## config.mk

```make
export PLATFORM = sky130hd
export DESIGN_NAME = seq_restoring_divider_flat
export DESIGN_NICKNAME = d
export VERILOG_FILES = /design/src/rtl/seq_restoring_divider_if.sv /design/src/rtl/seq_restoring_divider.sv /design/src/flat_wrapper.sv
export SDC_FILE = /design/constraint.sdc
export NUM_CORES = 1
export LEC_CHECK = 0
export ABC_AREA = 1
export BUFFER_PORTS_ARGS = -buffer_cell sky130_fd_sc_hd__buf_2
export CAP_MARGIN = 20
export CORE_AREA = 3 3 142 130
export CTS_CLUSTER_SIZE = 28
export DETAILED_ROUTE_END_ITERATION = 7
export DIE_AREA = 0 0 145 133
export PLACE_DENSITY = 0.79
export SYNTH_ARGS = -nofsm -noshare
export SYNTH_HDL_FRONTEND = slang
export SYNTH_SLANG_ARGS = --single-unit
```

## constraint.sdc

```tcl
create_clock -name clk -period 5.9 [get_ports clk]
set_clock_uncertainty 0.05 [all_clocks]
set_input_delay 0.59 -clock clk [delete_from_list [all_inputs] [get_ports clk]]
set_output_delay 0.59 -clock clk [all_outputs]
set_load 0.02 [all_outputs]
```

## src/rtl/seq_restoring_divider_if.sv

```systemverilog
// Handshake and result bundle for the sequential restoring divider.
// Handshake: start is a single-cycle request that the divider samples only when
// it is not busy (IDLE or DONE). The result is valid in the one cycle that done
// is high. quotient/remainder/div_by_zero then hold until the next completion.
interface seq_restoring_divider_if #(
    parameter int WIDTH = 32
);
    logic             start;
    logic [WIDTH-1:0] dividend;
    logic [WIDTH-1:0] divisor;
    logic             busy;
    logic             done;
    logic [WIDTH-1:0] quotient;
    logic [WIDTH-1:0] remainder;
    logic             div_by_zero;
    logic [1:0]       state_dbg;

    // Requester side: issues operands and observes results
    modport master (
        output start, dividend, divisor,
        input  busy, done, quotient, remainder, div_by_zero, state_dbg
    );

    // Divider side
    modport slave (
        input  start, dividend, divisor,
        output busy, done, quotient, remainder, div_by_zero, state_dbg
    );
endinterface

```

## src/rtl/seq_restoring_divider.sv

```systemverilog
// Multi-cycle unsigned restoring divider: one quotient bit per clock, MSB
// first. Each step compares the partial remainder with the divisor and
// subtracts the divisor AND-masked by that compare flag.
module seq_restoring_divider #(
    parameter int WIDTH = 32
) (
    input logic                    clk,
    input logic                    rst,
    seq_restoring_divider_if.slave bus
);
    localparam int CW = $clog2(WIDTH);

    localparam logic [1:0] ST_IDLE = 2'd0;
    localparam logic [1:0] ST_RUN  = 2'd1;
    localparam logic [1:0] ST_DONE = 2'd2;

    logic [1:0]       state_q, state_d;
    logic [CW-1:0]    cnt_q, cnt_d;
    logic [WIDTH-1:0] rem_q, rem_d;
    logic [WIDTH-1:0] dvd_q, dvd_d;
    logic [WIDTH-1:0] dsr_q, dsr_d;
    logic [WIDTH-1:0] quo_q, quo_d;
    logic [WIDTH-1:0] rmd_q, rmd_d;
    logic             dbz_q, dbz_d;

    logic [WIDTH:0]   partial;
    logic             flag;
    logic [WIDTH-1:0] rem_step;
    logic [WIDTH-1:0] dvd_step;

    // One restoring step: bring down the next dividend bit, compare, subtract.
    // When flag is set the difference is below the divisor, so it fits in WIDTH
    // bits. The low-bit subtraction is therefore exact.
    always_comb begin
        partial  = {rem_q, dvd_q[WIDTH-1]};
        flag     = (partial >= {1'b0, dsr_q});
        rem_step = partial[WIDTH-1:0] - ({WIDTH{flag}} & dsr_q);
        dvd_step = {dvd_q[WIDTH-2:0], flag};
    end

    // Next-state and datapath control
    always_comb begin
        state_d = state_q;
        cnt_d   = cnt_q;
        rem_d   = rem_q;
        dvd_d   = dvd_q;
        dsr_d   = dsr_q;
        quo_d   = quo_q;
        rmd_d   = rmd_q;
        dbz_d   = dbz_q;
        case (state_q)
            ST_IDLE, ST_DONE: begin
                if (bus.start) begin
                    dvd_d = bus.dividend;
                    dsr_d = bus.divisor;
                    if (bus.divisor == '0) begin
                        // Division by zero resolves immediately, without iterating
                        state_d = ST_DONE;
                        quo_d   = '1;
                        rmd_d   = bus.dividend;
                        dbz_d   = 1'b1;
                    end else begin
                        state_d = ST_RUN;
                        cnt_d   = '0;
                        rem_d   = '0;
                    end
                end else begin
                    state_d = ST_IDLE;
                end
            end
            ST_RUN: begin
                rem_d = rem_step;
                dvd_d = dvd_step;
                if (cnt_q == CW'(WIDTH - 1)) begin
                    state_d = ST_DONE;
                    quo_d   = dvd_step;
                    rmd_d   = rem_step;
                    dbz_d   = 1'b0;
                end else begin
                    cnt_d = cnt_q + 1'b1;
                end
            end
            default: state_d = ST_IDLE;
        endcase
    end

    // State and datapath registers; reset discards any in-flight operation
    always_ff @(posedge clk or posedge rst) begin
        if (rst) begin
            state_q <= ST_IDLE;
            cnt_q   <= '0;
            rem_q   <= '0;
            dvd_q   <= '0;
            dsr_q   <= '0;
            quo_q   <= '0;
            rmd_q   <= '0;
            dbz_q   <= 1'b0;
        end else begin
            state_q <= state_d;
            cnt_q   <= cnt_d;
            rem_q   <= rem_d;
            dvd_q   <= dvd_d;
            dsr_q   <= dsr_d;
            quo_q   <= quo_d;
            rmd_q   <= rmd_d;
            dbz_q   <= dbz_d;
        end
    end

    // Status and results come straight from registers
    always_comb begin
        bus.busy        = (state_q == ST_RUN);
        bus.done        = (state_q == ST_DONE);
        bus.quotient    = quo_q;
        bus.remainder   = rmd_q;
        bus.div_by_zero = dbz_q;
        bus.state_dbg   = state_q;
    end
endmodule

```

## src/flat_wrapper.sv

```systemverilog
// flat-port wrapper written by rule: the top's interface ports become plain ports
module seq_restoring_divider_flat 
#(
    parameter int WIDTH = 32
)
  (clk, rst, bus_start, bus_dividend, bus_divisor, bus_busy, bus_done, bus_quotient, bus_remainder, bus_div_by_zero, bus_state_dbg);
  seq_restoring_divider_if #(.WIDTH(WIDTH)) bus_i ();
  input logic clk;
  input logic rst;
  input wire logic [$bits(bus_i.start)-1:0] bus_start;
  input wire logic [$bits(bus_i.dividend)-1:0] bus_dividend;
  input wire logic [$bits(bus_i.divisor)-1:0] bus_divisor;
  output wire logic [$bits(bus_i.busy)-1:0] bus_busy;
  output wire logic [$bits(bus_i.done)-1:0] bus_done;
  output wire logic [$bits(bus_i.quotient)-1:0] bus_quotient;
  output wire logic [$bits(bus_i.remainder)-1:0] bus_remainder;
  output wire logic [$bits(bus_i.div_by_zero)-1:0] bus_div_by_zero;
  output wire logic [$bits(bus_i.state_dbg)-1:0] bus_state_dbg;
  assign bus_i.start = bus_start;
  assign bus_i.dividend = bus_dividend;
  assign bus_i.divisor = bus_divisor;
  assign bus_busy = bus_i.busy;
  assign bus_done = bus_i.done;
  assign bus_quotient = bus_i.quotient;
  assign bus_remainder = bus_i.remainder;
  assign bus_div_by_zero = bus_i.div_by_zero;
  assign bus_state_dbg = bus_i.state_dbg;
  seq_restoring_divider #(.WIDTH(WIDTH)) u_core (.clk(clk), .rst(rst), .bus(bus_i));
endmodule
```

## Word level (Yosys, flattened, before mapping)

Index checks and enable logic that the tools add are counted.

| word-level totals | value |
|---|---|
| input port bits | 67 |
| register bits after elaboration | 168 |
| word-level logic and storage cells | 54 |

| cells by class | value |
|---|---|
| multiplexer cells | 25 |
| reductions and logical operators | 9 |
| bitwise gates (word level) | 1 |
| add/subtract/negate cells | 2 |
| $lt $le $gt $ge | 1 |
| equal/unequal tests | 8 |

Operator list:

| kind | count |
|---|---|
| two-way mux 32 bit | 9 |
| one-hot mux 32 bit (2 select lines) | 4 |
| >= comparator 33 x 32 -> 1 bit | 1 |
| AND 32 bit | 1 |
| logical NOT 32 bit | 1 |
| subtractor 32 bit | 1 |
| two-way mux 5 bit | 3 |
| one-hot mux 5 bit (2 select lines) | 1 |
| AND reduction 4 bit | 2 |
| two-way mux 2 bit | 3 |
| != test 2 bit, second input constant | 3 |
| adder 5 x 1 -> 5 bit, second input constant | 1 |
| == test 5 bit, second input constant | 1 |
| != test 2 x 1 -> 1 bit, second input constant | 2 |
| one-hot mux 2 bit (2 select lines) | 1 |
| AND reduction 2 bit | 2 |
| two-way mux 1 bit | 3 |
| AND reduction 3 bit | 1 |
| == test 2 x 1 -> 1 bit, second input constant | 1 |
| == test 2 bit, second input constant | 1 |
| logical NOT 2 bit | 1 |
| one-hot mux 1 bit (2 select lines) | 1 |
| nonzero test 2 bit | 1 |
| OR reduction 2 bit | 1 |

## Logic depth before layout (Yosys ltp)

Gate-level depths: netlist (run 1).

| depth | value |
|---|---|
| word-level depth | 5 |
| depth in mapped cells | 29 |
| depth with buffers taken out | 29 |

## Worst setup path before layout (run 1)

OpenSTA, ideal clock, no wires.

| timing path | value |
|---|---|
| path type | register -> register |
| start | register u_core.rem_q[23] |
| end | register u_core.rmd_q[18] (netlist: u_core.bus.remainder[18]) |
| path buffers | 1 |
| slack | 2.651 ns |
| cell stages (with the launch flop) | 23 |
| required time | 5.773 ns |
| arrival time | 3.122 ns |
| period minus slack after synthesis | 3.249 ns |
| path through | dfrtp_1 -> ha_1 -> nand2_1 -> nor2_1 -> nand2_1 -> nor2_1 -> nand3_1 -> nand2_1 -> inv_1 -> nand3_2 -> clkbuf_1 -> nand2_1 -> fa_1 -> nand2_1 -> o21ai_2 -> a21oi_2 -> inv_1 -> nand2_1 -> nand2_1 -> a21oi_1 -> xor2_1 -> nand2_1 -> a21oi_1 |

| between the ends | value |
|---|---|
| word-level cells in the longest chain between the ends | 5 |

Ends and longest elaborated chain:

| item | line | source |
|---|---|---|
| from (decl) | seq_restoring_divider.sv:19 | `logic [WIDTH-1:0] rem_q, rem_d;` |
| from (signal assigned) | seq_restoring_divider.sv:101 | `rem_q <= rem_d;` |
| >= comparator 33 x 32 -> 1 bit | seq_restoring_divider.sv:36 | `flag = (partial >= {1'b0, dsr_q});` |
| AND 32 bit | seq_restoring_divider.sv:37 | `rem_step = partial[WIDTH-1:0] - ({WIDTH{flag}} & dsr_q);` |
| subtractor 32 bit | seq_restoring_divider.sv:37 |  |
| two-way mux 32 bit | seq_restoring_divider.sv:74 | `if (cnt_q == CW'(WIDTH - 1)) begin` |
| one-hot mux 32 bit (2 select lines) | seq_restoring_divider.sv:51 | `case (state_q)` |
| to (signal assigned) | seq_restoring_divider.sv:105 | `rmd_q <= rmd_d;` |
| to (decl) | seq_restoring_divider.sv:23 | `logic [WIDTH-1:0] rmd_q, rmd_d;` |

No other way between the ends. The select of a mux whose other input is x is not followed.
A chain may end at the register's enable or synchronous reset.

## Worst setup path in the final report (run 1)

| timing path | value |
|---|---|
| start | register u_core.dsr_q[31] |
| end | register u_core.rmd_q[15] (netlist: u_core.bus.remainder[15]) |

| between the ends | value |
|---|---|
| word-level cells in the longest chain between the ends | 5 |

Ends and longest elaborated chain:

| item | line | source |
|---|---|---|
| from (decl) | seq_restoring_divider.sv:21 | `logic [WIDTH-1:0] dsr_q, dsr_d;` |
| from (signal assigned) | seq_restoring_divider.sv:103 | `dsr_q <= dsr_d;` |
| >= comparator 33 x 32 -> 1 bit | seq_restoring_divider.sv:36 |  |
| AND 32 bit | seq_restoring_divider.sv:37 |  |
| subtractor 32 bit | seq_restoring_divider.sv:37 |  |
| two-way mux 32 bit | seq_restoring_divider.sv:74 |  |
| one-hot mux 32 bit (2 select lines) | seq_restoring_divider.sv:51 |  |

No other way between the ends. The select of a mux whose other input is x is not followed.

==> metrics.log, run 1 <==
[metrics] post-layout instance count excluding filler cells: 1641
[metrics] number of flops mapped to enable cells by yosys: 0
[metrics] arrival time of data at the critical path endpoint: 4670 ps
[metrics] number of antenna violations at the first check in global routing: 0
[metrics] Detail Placement HPWL: 21200 um
[metrics] worst hold path class: in2async
[metrics] most used standard cells in the synthesized netlist: 321 x sky130_fd_sc_hd__nand2_1, 168 x sky130_fd_sc_hd__dfrtp_1, 144 x sky130_fd_sc_hd__nor2_1
[metrics] share of the clock period used by the worst path: 75.5%
[metrics] number of slew-limit violations in the final report: 0
[metrics] cell area after layout: 11200 um2
[metrics] Routed Antenna Nets: 0
[metrics] Remaining Overflow, GRT: 0
[metrics] proportion of register bits with asynchronous set or reset after synthesis: 100%
[metrics] cell at the root of the clock tree: sky130_fd_sc_hd__clkbuf_16
[metrics] final number of hold-violating endpoints: 0
[metrics] detail-routed net length per standard cell: 17.5 um
[metrics] Final GP Congestion: 0.953
[metrics] slew at the pin closest to its max-slew limit: 1130 ps
[metrics] pin count of the biggest net entering global routing: 113
[metrics] number of buffers inserted by post-CTS setup repair: 0
[metrics] FF+latch count, synth: 168
[metrics] tightest slew margin relative to the limit: 23.8%
[metrics] highest net fanout along the worst path: 21
[metrics] via count of the first global-routing pass: 8907
[metrics] DRC violation count after routing: 0
[metrics] Mapped Cells: 1276
[metrics] sequential area share after synthesis: 42.9%
[metrics] total vias in the final route: 9254
[metrics] cts hold-fix bufs: 0
[metrics] Cell variety after synth: 42
[metrics] total routing usage reported by global routing: 29.7%
[metrics] clock edge transition at the registers on the reported setup and hold paths: 70 ps
[metrics] result of the run: finished clean
[metrics] row count: 45
[metrics] Syn Area/Cell: 7.69 um2
[metrics] RSZ-0062 raised after global routing: no
[metrics] fmax: 225 MHz
[metrics] number of port buffers: 135
[metrics] effective utilization at floorplan: 57.9%
[metrics] number of fill cells in the layout: 1466
[metrics] kind of capture point of the worst setup path: register
[metrics] library cell with the largest summed area after synthesis: sky130_fd_sc_hd__dfrtp_1
[metrics] cell-by-cell trace of the critical path: inv_1, ha_1, nand2_1, nor2_1, nor3_1, nand2_1, nor2_1, nand3_2, nand2_1, ha_1, a21oi_1, o21ai_0, a21oi_1, nand2_1, o21ai_0, o221ai_1
[metrics] Num Clock Sinks: 168
[metrics] via-per-instance ratio: 5.64
[metrics] max-cap viol count: 0
[metrics] CTS Buf Count: 17
[metrics] post-place instance area: 10600 um2
[metrics] cell with the most instances after synthesis: sky130_fd_sc_hd__nand2_1
[metrics] Yosys warnings: 0
[metrics] die area: 19300 um2
[metrics] Worst-Skew Late Latency: 430 ps
[metrics] critical path type: reg2reg
[metrics] core area: 16900 um2
[metrics] biggest area contributors in the synthesized netlist: sky130_fd_sc_hd__dfrtp_1 43%, sky130_fd_sc_hd__nand2_1 12%, sky130_fd_sc_hd__ha_1 8.4%
[metrics] initial drt markers: 757
[metrics] cell family with most CP delay: simple AND/OR/NAND/NOR gates
[metrics] overall die width: 145 um
[metrics] clock period minus final worst setup slack: 4450 ps
[metrics] final total negative setup slack: 0 ps
[metrics] net count of the finished layout: 1527
[metrics] top-area cell type share of the netlist area: 42.9%
[metrics] cell count after placement: 1607
[metrics] post-synthesis cell area: 9810 um2
[metrics] required time worst endpoint: 6120 ps
[metrics] critical path's most frequent cell: sky130_fd_sc_hd__nand2_1
[metrics] post-CTS resize count: 0
[metrics] TritonCTS clock tree: yes
[metrics] detailed-route wire length: 28700 um
[metrics] Hold Worst Slack: 117 ps
[metrics] Finish-stage setup viols: 0
[metrics] global-route wire length before repair: 46300 um
[metrics] cell with the largest stage delay on the worst path: sky130_fd_sc_hd__nand3_2
[metrics] critical path startpoint category: register
[metrics] Die Height: 133 um
[metrics] syn nets: 1410
[metrics] H-tree levels: 4
[metrics] most instantiated flip-flop cell in the synthesis netlist: sky130_fd_sc_hd__dfrtp_1
[metrics] buffer levels on the longest clock path: 2
[metrics] number of ports placed on the die boundary: 136
[metrics] Buf/Inv on CP: 1
[metrics] drt pass-1 iters: 5
[metrics] Max stage delay on crit path: 500 ps
[metrics] Layout Area Growth over Synthesis: 14.7%
[metrics] share of final-layout standard cells stronger than drive strength 1: 14.9%
[metrics] n_diodes: 0
## cells by family after synthesis
family / Yosys count / share of synthesized area (%)
buffers and inverters: 186 / 7.67
and+or+nand+nor: 568 / 23.7
DFF: 168 / 42.9
AOI/OAI and AO/OA: 281 / 16.6
adders and majority gates: 67 / 8.62
xor gates and xnor gates: 6 / 0.536
## worst paths after layout
check	from	endpoint	slack (ps)	cells past startpoint
setup / recovery	u_core.dsr_q[31]	u_core.bus.remainder[15]	1450	16
hold / removal	rst	u_core.dsr_q[10]	120	2
setup reg to reg	u_core.dsr_q[31]	u_core.bus.remainder[15]	1450	16
hold reg to reg	u_core.bus.quotient[27]	u_core.bus.quotient[27]	430	2
max in group asynchronous	rst	u_core.cnt_q[3]	4560	3
min in group clk	bus_divisor[25]	u_core.dsr_q[25]	320	3
## layer usage
| metal | global-route usage (%) | routed length (um) | vias to the layer above |
|---|---|---|---|
| met2 | 47.6 | 13100 | 427 |
| met1 | 40.9 | 12200 | 4316 |
| li1 | - | - | 4441 |
| met3 | 5.75 | 2460 | 70 |
| met5 | 0 | 0 | - |
| met4 | 9.87 | 886 | 0 |
## cell type report
type                       count  area, um2  area share (%)
multi-input combinational    922       4850            43.1
timing repair buffer         145        791            7.03
sequential                   168       4200            37.4
clock buffer                  18        429            3.82
tap                          235        294            2.61
inverter                     139        528            4.69
clock inverter                14        150            1.33
## registers in the layout, summed over array words and instances (netlist names)
| register | count |
|---|---|
| u_core.bus.remainder | 32 |
| u_core.cnt_q | 5 |
| u_core.dvd_q | 32 |
| u_core.dsr_q | 32 |
| u_core.bus.div_by_zero | 1 |
| u_core.bus.state_dbg | 2 |
| u_core.rem_q | 32 |
| u_core.bus.quotient | 32 |
## metrics by stage
stage / setup WS (ps) / utilization, %
2_1_floorplan: 713 / -
3_3_place_gp: 1780 / 62.6
3_5_place_dp: 1650 / 62.6
4_1_cts: 1610 / 66.0
5_1_grt: 1240 / 66.4
6_report: 1450 / 66.4
## cell usage in the layout (no fill, tap or decap), types with 11 or more instances in the layout
cell type / netlist / final
sky130_fd_sc_hd__nand2_1: 321 / 321
sky130_fd_sc_hd__a21oi_1: 102 / 102
sky130_fd_sc_hd__nand3_1: 58 / 58
sky130_fd_sc_hd__clkbuf_16: 0 / 17
sky130_fd_sc_hd__buf_2: 13 / 135
sky130_fd_sc_hd__inv_1: 136 / 134
sky130_fd_sc_hd__dfrtp_1: 168 / 168
sky130_fd_sc_hd__ha_1: 66 / 66
sky130_fd_sc_hd__o21ai_0: 98 / 98
sky130_fd_sc_hd__nand4_1: 11 / 11
sky130_fd_sc_hd__o21ai_1: 18 / 18
sky130_fd_sc_hd__nor2_1: 144 / 144
sky130_fd_sc_hd__a211oi_1: 15 / 15
## worst register-to-register path, delay by kind of cell (launching register included)
family	cells	cell delay [ps]
fa+ha+maj	2	690
buf+inv	1	90
flops	1	390
simple gates	8	1690
compound gates	5	1400
Power of run 1 is left out: the tool's default activity adds up to more than one toggle a clock period on the data nets, which glitch-free logic cannot reach.
==> run 2: changes to the inputs <==
ABC_AREA = 0   (was 1)
CORE_AREA = 3 3 137 126   (was 3 3 142 130)
DIE_AREA = 0 0 140 129   (was 0 0 145 133)
PLACE_DENSITY = 0.8   (was 0.79)
clock period = 4.1 ns   (was 5.9 ns; I/O delays follow)
==> metrics.log, run 2 <==
[metrics] Mapped Cells: 1038 (-19%)
[metrics] Detail Placement HPWL: 19400 um (-8.5%)
[metrics] initial drt markers: 973 (+29%)
[metrics] worst hold path class: in2async
[metrics] number of ports placed on the die boundary: 136 (unchanged)
[metrics] startpoint of the worst register-to-register path: u_core.dsr_q[7]
[metrics] max-cap viol count: 0 (unchanged)
[metrics] via count of the first global-routing pass: 9155 (+2.8%)
[metrics] number of slew-limit violations in the final report: 0 (unchanged)
[metrics] share of the synthesized area in compound gates (AO/OA/AOI/OAI): 18.0% (+1.3 points)
[metrics] tightest slew margin relative to the limit: 29.4% (+5.6 points)
[metrics] clock period minus final worst setup slack: 4470 ps (+12.5 ps)
[metrics] portion of netlist area occupied by mux cells: 0.887% (+0.89 points)
[metrics] critical path startpoint category: register
[metrics] cell with the most instances after synthesis: sky130_fd_sc_hd__nand2_1
[metrics] TritonCTS clock tree: yes
[metrics] final number of hold-violating endpoints: 0 (unchanged)
[metrics] buffer levels on the longest clock path: 2 (unchanged)
[metrics] via-per-instance ratio: 6.00 (+6.3%)
[metrics] drt pass-1 iters: 7 (+2)
[metrics] Final GP Congestion: 0.967 (+1.4%)
[metrics] cell at the root of the clock tree: sky130_fd_sc_hd__clkbuf_16
[metrics] first element of the critical path: u_core.dsr_q[7]
[metrics] sequential area share after synthesis: 45.9% (+3.0 points)
[metrics] Yosys warnings: 0 (unchanged)
[metrics] kind of capture point of the worst setup path: register
[metrics] effective utilization at floorplan: 57.4% (-0.48 points)
[metrics] required time worst endpoint: 4360 ps (-1760 ps)
[metrics] library cell with the largest summed area after synthesis: sky130_fd_sc_hd__dfrtp_1
[metrics] total routing usage reported by global routing: 32.1% (+2.4 points)
[metrics] detail-routed net length per standard cell: 19.7 um (+13%)
[metrics] most common cell after layout, fill and taps aside: sky130_fd_sc_hd__nand2_1
[metrics] detailed-route wire length: 30700 um (+7.0%)
[metrics] Cell variety after synth: 63 (+50%)
[metrics] Syn Area/Cell: 8.83 um2 (+15%)
[metrics] Die Height: 129 um (-3.0%)
[metrics] Layout Area Growth over Synthesis: 39.2%
[metrics] H-tree levels: 4 (unchanged)
[metrics] Remaining Overflow, GRT: 0 (unchanged)
[metrics] number of fill cells in the layout: 939 (-36%)
[metrics] syn nets: 1172 (-17%)
[metrics] total vias in the final route: 9337 (+0.90%)
[metrics] result of the run: finished, violations left
[metrics] biggest area contributors in the synthesized netlist: sky130_fd_sc_hd__dfrtp_1 46%, sky130_fd_sc_hd__ha_1 9.0%, sky130_fd_sc_hd__nand2_1 8.7%
[metrics] Worst-Skew Late Latency: 440 ps (about the same)
[metrics] most used standard cells in the synthesized netlist: 213 x sky130_fd_sc_hd__nand2_1, 168 x sky130_fd_sc_hd__dfrtp_1, 111 x sky130_fd_sc_hd__o21ai_0
[metrics] number of antenna violations at the first check in global routing: 0 (unchanged)
[metrics] number of flops mapped to enable cells by yosys: 0 (unchanged)
[metrics] most instantiated flip-flop cell in the synthesis netlist: sky130_fd_sc_hd__dfrtp_1
[metrics] global-route wire length before repair: 46000 um (-0.64%)
[metrics] post-synthesis simple-gate area fraction: 19.9% (-3.7 points)
[metrics] arrival time of data at the critical path endpoint: 4730 ps (+60 ps)
[metrics] FF+latch count, synth: 168 (unchanged)
[metrics] core area: 16000 um2 (-5.8%)
[metrics] proportion of register bits with asynchronous set or reset after synthesis: 100% (unchanged)
[metrics] cell-by-cell trace of the critical path: inv_1, ha_2, or4_4, a21oi_4, nor3_2, or3_4, buf_12, buf_16, nand2_1, ha_4, a21oi_2, o21a_1, o21ai_2, o2111ai_4, buf_6, a21oi_2, o41a_1, and4_4, or3_1
[metrics] commonest cells after routing, fill and taps aside: 201 x sky130_fd_sc_hd__nand2_1, 188 x sky130_fd_sc_hd__buf_4, 168 x sky130_fd_sc_hd__dfrtp_1
[metrics] overall die width: 140 um (-3.4%)
[metrics] critical path type: reg2reg
[metrics] xor-xnor portion of the synthesized cell area: 2.17% (+1.6 points)
[metrics] clock edge transition at the registers on the reported setup and hold paths: 70 ps (about the same)
[metrics] share of final-layout standard cells stronger than drive strength 1: 36.2% (+21 points)
[metrics] RSZ-0062 raised after global routing: yes
[metrics] net count of the finished layout: 1471 (-3.7%)
[metrics] die area: 18100 um2 (-6.4%)
[metrics] DP Worst Slack: -517 ps (-2170 ps)
[metrics] top-area cell type share of the netlist area: 45.9% (+3.0 points)
[metrics] CTS Buf Count: 17 (unchanged)
[metrics] Max stage delay on crit path: 510 ps (about the same)
[metrics] cell with the largest stage delay on the worst path: sky130_fd_sc_hd__or4_4
[metrics] highest net fanout along the worst path: 5 (-76%)
[metrics] number of port buffers: 135 (unchanged)
[metrics] Finish-stage setup viols: 33 (+33)
[metrics] largest family of logic cells by synthesized area: simple AND/OR/NAND/NOR gates
[metrics] failing checks: setup timing
[metrics] row count: 44 (-2.2%)
[metrics] share of the clock period used by the worst path: 109% (+33 points)
[metrics] slew at the pin closest to its max-slew limit: 1060 ps (-73.6 ps)
[metrics] post-synthesis cell area: 9160 um2 (-6.6%)
[metrics] Routed Antenna Nets: 0 (unchanged)
[metrics] Num Clock Sinks: 168 (unchanged)
[metrics] cts hold-fix bufs: 0 (unchanged)
[metrics] critical path's most frequent cell: sky130_fd_sc_hd__a21oi_2
[metrics] DRC violation count after routing: 0 (unchanged)
[metrics] pin count of the biggest net entering global routing: 113 (unchanged)
[metrics] least setup slack across all paths after layout: -366 ps (-1810 ps)
[metrics] adder-cell area share of the yosys netlist: 9.23% (+0.61 points)
[metrics] fmax: 224 MHz (-0.28%)
[run 2: kinds of logic (layout without fill, tap and decap cells)]
kind of cell	count (synthesis)	count (layout)
and+or+nand+nor	419	419
AOI/OAI and AO/OA	261	261
DFF	168	168
buffers and inverters	94	405
adders and majority gates	67	67
xor gates and xnor gates	21	21
muxes	8	8
other	0	1
[run 2: worst max-delay path: cells and delay by family, from the launching register on]
| kind | cells | cell delay, ps |
|---|---|---|
| AND/OR/NAND/NOR | 6 | 1580 |
| adder cells (fa/ha/maj) | 2 | 450 |
| buffers and inverters | 4 | 510 |
| flip-flops | 1 | 380 |
| AO/OA/AOI/OAI | 7 | 1380 |
[run 2: area by class of cell]
class | count | area, um2 | share of cell area [%]
tap | 207 | 259 | 2.03
clock inverter | 13 | 100 | 0.785
sequential | 168 | 4200 | 33.0
clock buffer | 18 | 429 | 3.36
antenna | 1 | 2.50 | 0.0196
inverter | 44 | 169 | 1.32
multi-input combinational | 776 | 5370 | 42.1
timing repair buffer | 330 | 2220 | 17.4
[run 2: per-layer routing]
| layer | track usage (%) | part of all wire (%) |
|---|---|---|
| met1 | 40.0 | 38 |
| met2 | 53.7 | 48 |
| met3 | 7.06 | 7.8 |
| met4 | 14.9 | 5.8 |
| met5 | 0 | 0 |
[run 2: per-stage QoR]
stage,instances,util [%],hold WS [ps],setup TNS (ps),instance area [um2]
after global placement,1499,71.0,405,-8900,11300
after global routing,1556,79.9,143,-8070,12800
final,1557,79.9,88.3,-5360,12800
after floorplan,1038,-,416,-42.2,9310
after detailed placement,1499,71.0,411,-10430,11300
after CTS,1542,77.3,111,-1930,12300
[run 2: timing repair]
item,CTS,global route
setup endpoints to repair,41,45
resized for setup,73,64
pin swaps,35,32
buffers inserted,11,14
cloned,2,0
[run 2: final timing paths]
| path | cells after the start | end | slack, ps |
|---|---|---|---|
| min in group clk | 3 | u_core.dsr_q[23] | 140 |
| setup reg to reg | 19 | u_core.rem_q[28] | -370 |
| hold reg to reg | 2 | u_core.bus.quotient[26] | 430 |
| max in group asynchronous | 3 | u_core.bus.quotient[20] | 2880 |
| hold / removal | 2 | u_core.dsr_q[3] | 90 |
| setup / recovery | 19 | u_core.rem_q[28] | -370 |
Power of run 2 is left out for the same reason.
==> run 3: changes to the inputs <==
BUFFER_PORTS_ARGS = unset   (was -buffer_cell sky130_fd_sc_hd__buf_2)
CORE_AREA = 3 3 131 120   (was 3 3 137 126)
DIE_AREA = 0 0 134 123   (was 0 0 140 129)
DONT_BUFFER_PORTS = 1   (was unset)
PLACE_DENSITY = 0.79   (was 0.8)
==> metrics.log, run 3 (same netlist as run 2, synthesis figures left out) <==
[metrics] effective utilization at floorplan: 63.0% (+5.6 points)
[metrics] drt pass-1 iters: 8 (+1)
[metrics] share of final-layout standard cells stronger than drive strength 1: 30.3% (-5.9 points)
[metrics] H-tree levels: 4 (unchanged)
[metrics] number of slew-limit violations in the final report: 0 (unchanged)
[metrics] n_diodes: 0 (-1)
[metrics] failing checks: hold timing, setup timing
[metrics] detail-routed net length per standard cell: 22.9 um (+16%)
[metrics] highest net fanout along the worst path: 8 (+3)
[metrics] overall die width: 134 um (-4.3%)
[metrics] commonest cells after routing, fill and taps aside: 196 x sky130_fd_sc_hd__nand2_1, 184 x sky130_fd_sc_hd__buf_4, 167 x sky130_fd_sc_hd__dfrtp_1
[metrics] cell-by-cell trace of the critical path: ha_1, nor2b_1, o21ai_2, buf_4, a211oi_4, nor3_2, or3_4, buf_12, nand2_1, ha_1, a21oi_2, nand2_1, a221oi_4, o21ai_1, a21o_1, buf_6, a211oi_4, xor3_2, o22ai_2
[metrics] detailed-route wire length: 32400 um (+5.5%)
[metrics] Remaining Overflow, GRT: 0 (unchanged)
[metrics] Routed Antenna Nets: 0 (unchanged)
[metrics] critical path startpoint category: register
[metrics] final number of hold-violating endpoints: 13 (+13)
[metrics] tightest slew margin relative to the limit: 28.4% (-0.98 points)
[metrics] Detail Placement HPWL: 18600 um (-4.2%)
[metrics] clock period minus final worst setup slack: 4680 ps (+210 ps)
[metrics] CTS Buf Count: 17 (unchanged)
[metrics] utilization of the core after routing: 85.0% (+5.1 points)
[metrics] global-route wire length before repair: 44500 um (-3.3%)
[metrics] Finish-stage setup viols: 47 (+42%)
[metrics] cts hold-fix bufs: 0 (unchanged)
[metrics] most common cell after layout, fill and taps aside: sky130_fd_sc_hd__nand2_1
[metrics] least setup slack across all paths after layout: -576 ps (-210 ps)
[metrics] cell with the largest stage delay on the worst path: sky130_fd_sc_hd__dfrtp_1
[metrics] arrival time of data at the critical path endpoint: 4980 ps (+250 ps)
[metrics] TritonCTS clock tree: yes
[metrics] slew at the pin closest to its max-slew limit: 1070 ps (+14.6 ps)
[metrics] number of antenna violations at the first check in global routing: 0 (unchanged)
[metrics] row count: 42 (-4.5%)
[metrics] total routing usage reported by global routing: 34.6% (+2.5 points)
[metrics] Max stage delay on crit path: 430 ps (-80 ps)
[metrics] die area: 16500 um2 (-8.7%)
[metrics] critical path type: reg2reg
[metrics] number of ports placed on the die boundary: 136 (unchanged)
[metrics] Worst-Skew Late Latency: 440 ps (about the same)
[metrics] RSZ-0062 raised after global routing: yes
[metrics] startpoint of the worst register-to-register path: u_core.dsr_q[0]
[metrics] number of fill cells in the layout: 751 (-20%)
[metrics] DRC violation count after routing: 0 (unchanged)
[metrics] worst hold path class: in2async
[metrics] DP Worst Slack: -545 ps (-28.5 ps)
[metrics] number of port buffers: 0 (-100%)
[metrics] reg2reg setup slack: -580 ps (-210 ps)
[metrics] buffer levels on the longest clock path: 2 (unchanged)
[metrics] pin count of the biggest net entering global routing: 169 (+50%)
[metrics] kind of capture point of the worst setup path: register
[metrics] FF-to-FF path depth: 19 (unchanged)
[metrics] net count of the finished layout: 1339 (-9.0%)
[metrics] max-cap viol count: 0 (unchanged)
[metrics] cell at the root of the clock tree: sky130_fd_sc_hd__clkbuf_16
[metrics] share of the clock period used by the worst path: 114% (+5.1 points)
[metrics] Die Height: 123 um (-4.7%)
[metrics] result of the run: finished, violations left
[metrics] Hold Worst Slack: -70.3 ps (-159 ps)
[metrics] Layout Area Growth over Synthesis: 35.0%
[metrics] worst reg2reg path endpoint: u_core.rem_q[31]
[metrics] fmax: 214 MHz (-4.5%)
[metrics] final total negative setup slack: -12520 ps (-7160 ps)
[metrics] Final GP Congestion: 0.952 (-1.5%)
[metrics] required time worst endpoint: 4410 ps (+50 ps)
[metrics] initial drt markers: 1215 (+25%)
[metrics] clock edge transition at the registers on the reported setup and hold paths: 70 ps (about the same)
[metrics] Num Clock Sinks: 168 (unchanged)
[metrics] via count of the first global-routing pass: 8655 (-5.5%)
[metrics] total vias in the final route: 9135 (-2.2%)
[metrics] core area: 14600 um2 (-8.8%)
[metrics] via-per-instance ratio: 6.45 (+7.6%)
-- run 3: worst max path at each step --
stage                     from               end
2_1_floorplan  u_core.rem_q[7]  u_core.rem_q[28]
3_3_place_gp   u_core.dsr_q[0]  u_core.rem_q[29]
3_5_place_dp   u_core.dsr_q[2]  u_core.rem_q[29]
4_1_cts        u_core.rem_q[6]  u_core.rem_q[28]
5_1_grt        u_core.dsr_q[0]  u_core.rem_q[31]
6_report       u_core.dsr_q[0]  u_core.rem_q[31]
-- run 3: critical path, delay by kind of cell, from the launching register on --
kind | cells | cell delay (ps)
adders and majority gates | 2 | 640
and+or+nand+nor | 5 | 970
buffers and inverters | 3 | 450
xor gates and xnor gates | 1 | 410
DFF | 1 | 430
AOI/OAI and AO/OA | 8 | 1650
-- run 3: routing by layer --
metal	part of all wire [%]	wire, um	track usage (%)	up-vias
met5	0	0	0	-
met4	6.7	2160	16.2	0
met3	9.3	3010	7.93	187
met2	49	15700	59.6	617
met1	35	11500	41.5	4387
li1	-	-	-	3944
-- run 3: area by class of cell --
| type | count | area (um2) | area share, % |
|---|---|---|---|
| multi-input combinational | 776 | 5570 | 45.1 |
| timing repair buffer | 198 | 1600 | 13.0 |
| inverter | 44 | 169 | 1.37 |
| clock buffer | 22 | 484 | 3.92 |
| clock inverter | 10 | 85.1 | 0.688 |
| sequential | 168 | 4210 | 34.0 |
| tap | 198 | 248 | 2.00 |
-- run 3: what timing repair did --
item / in CTS / in global routing
setup buffers: 17 / 15
pin swaps: 38 / 47
endpoints found under the setup margin: 46 / 48
cloned: 0 / 1
resized for setup: 77 / 101
-- run 3: stage by stage --
step | area (um2) | cells
3_3_place_gp | 10600 | 1352
4_1_cts | 11700 | 1401
6_report | 12400 | 1416
5_1_grt | 12400 | 1416
3_5_place_dp | 10600 | 1352
2_1_floorplan | 9310 | 1038
Power of run 3 is left out for the same reason.
